**src/rtl/multi_timer.sv**
```systemverilog
// Multi-channel match timer with per-channel limit, mode and interrupt.
// Define MULTI_TIMER_PRESCALER_EN to add a per-channel clock prescaler.
module multi_timer #(
  parameter int NUM_CH  = 2,
  parameter int WIDTH   = 32,
  parameter int PRESC_W = 8,
  localparam int CW = (NUM_CH > 1) ? $clog2(NUM_CH) : 1
) (
  input  logic             clk,
  input  logic             rst,
  input  logic             wr_en,
  input  logic [CW-1:0]    wr_ch,
  input  logic [1:0]       wr_sel,
  input  logic [WIDTH-1:0] wr_data,
  input  logic [CW-1:0]    rd_ch,
  output logic [WIDTH-1:0] rd_count,
  output logic [NUM_CH-1:0] timer_irq,
  output logic             irq_any
);

  logic [WIDTH-1:0] counts [NUM_CH];

  for (genvar i = 0; i < NUM_CH; i++) begin : g_ch
    logic [WIDTH-1:0] cnt;
    logic [WIDTH-1:0] lim;
    logic en;
    logic periodic;
    logic ie;
    logic pending;
    logic hit;
    logic ctrl_wr;
    logic restart;
    logic tick;
    logic match;

    assign hit     = wr_en && (wr_ch == CW'(i));
    assign ctrl_wr = hit && (wr_sel == 2'd0);
    assign restart = ctrl_wr && wr_data[3];

`ifdef MULTI_TIMER_PRESCALER_EN
    logic [PRESC_W-1:0] presc;
    logic [PRESC_W-1:0] pcnt;

    assign tick = en && (pcnt == presc);

    always_ff @(posedge clk) begin
      if (rst) begin
        presc <= '0;
        pcnt  <= '0;
      end else begin
        if (hit && wr_sel == 2'd3)
          presc <= wr_data[PRESC_W-1:0];
        if (!en || restart || tick)
          pcnt <= '0;
        else
          pcnt <= pcnt + 1'b1;
      end
    end
`else
    assign tick = en;
`endif

    assign match = tick && (cnt == lim);

    always_ff @(posedge clk) begin
      if (rst) begin
        cnt      <= '0;
        lim      <= '0;
        en       <= 1'b0;
        periodic <= 1'b0;
        ie       <= 1'b0;
        pending  <= 1'b0;
      end else begin
        if (restart || match)
          cnt <= '0;
        else if (tick)
          cnt <= cnt + 1'b1;
        if (hit && wr_sel == 2'd1)
          lim <= wr_data;
        // A CTRL write beats the one-shot auto-disable
        if (ctrl_wr) begin
          en       <= wr_data[0];
          periodic <= wr_data[1];
          ie       <= wr_data[2];
        end else if (match && !periodic) begin
          en <= 1'b0;
        end
        if (match)
          pending <= 1'b1;
        else if (hit && wr_sel == 2'd2)
          pending <= 1'b0;
      end
    end

    assign counts[i]    = cnt;
    assign timer_irq[i] = pending && ie;
  end

  always_comb begin
    rd_count = '0;
    for (int i = 0; i < NUM_CH; i++)
      if (rd_ch == CW'(i))
        rd_count = counts[i];
  end

  assign irq_any = |timer_irq;

endmodule

```
**config.mk**
```make
export PLATFORM = sky130hd
export DESIGN_NAME = multi_timer
export DESIGN_NICKNAME = d
export VERILOG_FILES = /design/src/rtl/multi_timer.sv
export SDC_FILE = /design/constraint.sdc
export NUM_CORES = 1
export LEC_CHECK = 0
export CAP_MARGIN = 20
export CORE_UTILIZATION = 52
export DETAILED_ROUTE_END_ITERATION = 6
export MAX_ROUTING_LAYER = met4
export PLACE_DENSITY_LB_ADDON = 0.15
export SYNTH_ARGS = -nofsm -noshare
export SYNTH_HDL_FRONTEND = slang
export SYNTH_SLANG_ARGS = --single-unit
```
**constraint.sdc**
```tcl
create_clock -name clk -period 1.9 [get_ports clk]
set_input_delay 0.285 -clock clk [delete_from_list [all_inputs] [get_ports clk]]
set_output_delay 0.285 -clock clk [all_outputs]
set_load 0.1 [all_outputs]
```
==> impl_metrics.json <==
{
  "power_frac_seq": 0.426,
  "peakVddDrop_v": 0.000685,
  "cts_sinks": 136,
  "comb_power_share": 0.065,
  "arrival_ps": 2170,
  "grt_pass1_vias": 6308,
  "slew_violations": 0,
  "worst-setup-path-type": "reg -> reg",
  "leakage_nw": 3.57,
  "max_freq_ghz": 0.539,
  "synth_flop_cell": "dfxtp_1",
  "wl_mm": 21.9,
  "crit_fanout": 15,
  "clock_path_buffers": 2,
  "startpoint_type": "flip-flop",
  "async_reset_ff_frac": 0,
  "syn-num-nets": 876,
  "endpoint_kind": "flip-flop",
  "die_x_um": 119,
  "maxCapViolCount": 0,
  "seq_area_frac_synth": 0.384,
  "clkTransAtPathRegs_ps": 60,
  "synth.avg_cell_area_um2": 8.50,
  "rsz0062_at_grt": "true",
  "portBuffers": 73,
  "ys_warn_count": 0,
  "initial_utilization": 0.534,
  "numCtsBuffers": 17,
  "area_growth_pct": 34.1,
  "worst_pin_slew_ps": 626,
  "max-slew-margin-rel": 0.582,
  "cts_hold_buf": 0,
  "p_per_area_mw_per_mm2": 720,
  "pre_cts_ws_ps": -25.1,
  "num-nets-final": 985,
  "synth-seq-cells": 136,
  "dr.pass1.iters": 6,
  "drc_errors": 0,
  "grt_max_degree": 48,
  "drive_gt1_frac": 0.243,
  "clk_latency_ps": 430,
  "outcome": "finished, final reports clean",
  "hold_viol_final": 0,
  "fin_area_mm2": 0.00951,
  "crit_path_end": "g_ch[1].cnt[24]",
  "coreArea_mm2": 0.0133,
  "synth_cell_types": 49,
  "dr.first_iter.drc_count": 483,
  "cts_tree": "built",
  "r2r-end": "g_ch[1].cnt[24]",
  "reg2reg_from": "g_ch[1].cnt[13]",
  "internal-power_w": 0.00530,
  "finalNonFillerCells": 1133,
  "syn_inst": 835,
  "r2r_slack_ps": 40,
  "ctsHtreeMaxLevel": 4,
  "post_drt_wl_per_cell_um": 19.4,
  "track_usage": 0.323,
  "power_switching_share": 0.225,
  "die_h_um": 119,
  "fin_ws_ps": 43.5,
  "synth-edff-count": 0,
  "min_period_over_period": 0.977,
  "rows": 42,
  "placedCellCount": 1097,
  "n_antenna_cell": 0,
  "root_buffer": "clkbuf_16",
  "required_ps": 2210,
  "place_area_mm2": 0.00867,
  "p_clk_frac": 0.509,
  "dpl.hpwl_mm": 16.0,
  "startpoint": "g_ch[1].cnt[13]",
  "grt_pass1_wl_mm": 33.5,
  "power_w": 0.00684,
  "dieArea_mm2": 0.0141,
  "grt_overflow": 0,
  "ios": 74,
  "vias": 6542,
  "p_sw_w": 0.00154,
  "min_path_type": "in -> reg",
  "antenna_found_initial": 0,
  "finClkSkew_ps": 5.57,
  "synth_area_mm2": 0.00709,
  "gp_congestion": 1.07,
  "fin_crit_ps": 1860,
  "postRouteAntennaNets": 0,
  "avgViaCountPerCell": 5.77,
  "worstRegToRegCells": 6,
  "setup_violations": 0
}
==> per-layer routing <==
metal  wire (um)  global-route usage  up-vias  share of wire
met5           0                   -        -              0
met4         860               0.165        0          0.039
met3        1340              0.0661       46          0.061
met2       10400               0.511      247           0.48
met1        9280               0.390     3155           0.42
li1            -                   -     3094              -
==> cell families after synthesis <==
family,count (synthesis),share of synthesized area
compound gates,80,0.0594
mux,34,0.0527
buf+inv,76,0.0638
xor+xnor,124,0.153
fa+ha+maj,2,0.00353
simple gates,383,0.284
flops,136,0.384
==> how the worst min path moves through the flow <==
stage / from / endpoint / slack [ps] / cells past startpoint
2_1_floorplan: wr_data[12] / g_ch[1].lim[12] / 420 / 2
3_3_place_gp: g_ch[1].lim[8] / g_ch[1].lim[8] / 460 / 2
3_5_place_dp: g_ch[1].lim[3] / g_ch[1].lim[3] / 460 / 2
4_1_cts: rst / g_ch[1].periodic / 330 / 2
5_1_grt: rst / g_ch[0].periodic / 370 / 2
6_report: rst / g_ch[1].periodic / 350 / 2
==> flip-flops by register name (all words and copies together) (netlist names) <==
name           count
g_ch.cnt          64
g_ch.ie            2
g_ch.pending       2
g_ch.lim          64
g_ch.periodic      2
g_ch.en            2
==> area by class of cell <==
type                       count  area [um^2]
timing repair buffer         152         1810
multi-input combinational    623         4080
clock buffer                  20          447
clock inverter                12          174
fill                        1022         3780
tap                          176          220
sequential                   136         2740
inverter                      14         52.6
==> timing repair <==
item	4_1_cts	5_1_grt
pin swaps	0	6
buffers inserted	0	2
endpoints found under the setup margin	9	67
gates resized for setup	1	34
cloned	0	2
==> cells in the final DEF, fill, tap and decap left out, types with 5 or more instances in the layout <==
master           instances
nor4_2                  14
a21oi_1                 66
nor3_1                  76
clkbuf_16               18
nand3_1                 24
o21ai_1                  5
mux2i_1                  7
buf_12                  44
buf_4                   66
xnor2_1                 73
xor2_1                  48
dfxtp_2                 11
dfxtp_1                125
nor4_1                  13
nor3_2                   9
inv_1                   14
and4_1                   6
and3_1                   5
mux2_2                  27
nand2_1                157
clkdlybuf4s50_1         36
nand4_1                 30
nand2b_1                 8
nor2_1                  10
==> synth_stat cells (2+ instances only) <==
master	n	area [um^2]
or2_2	2	12.5
bufbuf_16	3	97.6
mux2i_1	7	70.1
buf_6	3	33.8
xnor2_1	75	657
clkbuf_8	3	41.3
dfxtp_1	136	2720
ha_1	2	25.0
nor2b_1	2	12.5
inv_1	14	52.6
nand2b_1	8	50.1
and4_1	6	52.6
xor2_1	49	429
o21ai_0	8	40.0
nor3_2	10	100
nor2_1	13	48.8
nand4_2	2	25.0
nand2_1	157	589
clkbuf_1	38	143
nor4_1	25	156
nor4_2	6	75.1
mux2_2	27	304
nor4b_2	3	45.0
nor3_1	76	380
and2_1	3	18.8
and3_1	5	31.3
a21oi_1	66	330
buf_1	2	7.51
buf_4	4	30.0
nor4b_1	2	17.5
nand3_1	24	120
nand4_1	30	188
buf_2	8	40.0
==> worst max-delay path, stage by stage, from the launching register on <==
cell and delay (ps):
dfxtp_1 330, nand4_1 110, or4_1 510, buf_4 230, nor4_2 350, xnor2_1 160, nor3_1 50
==> power groups by stage <==
stage | Sequential [W] | Combinational [W] | Clock (W)
finish | 0.00291 | 0.000444 | 0.00349
detailed placement | 0.00297 | 0.000421 | 0
global placement | 0.00297 | 0.000417 | 0
floorplan | 0.00297 | 0.000223 | 0
CTS | 0.00291 | 0.000424 | 0.00351
global route | 0.00292 | 0.000472 | 0.00364
==> stage by stage <==
step	hold slack (ps)	utilization	setup TNS, ps
after floorplan	421	-	-2310
after global placement	457	0.652	0
after detailed placement	459	0.652	-25.1
after CTS	326	0.699	0
after global routing	366	0.715	-250
final	354	0.715	0
Note: power is estimated with default switching activity, not from simulation.
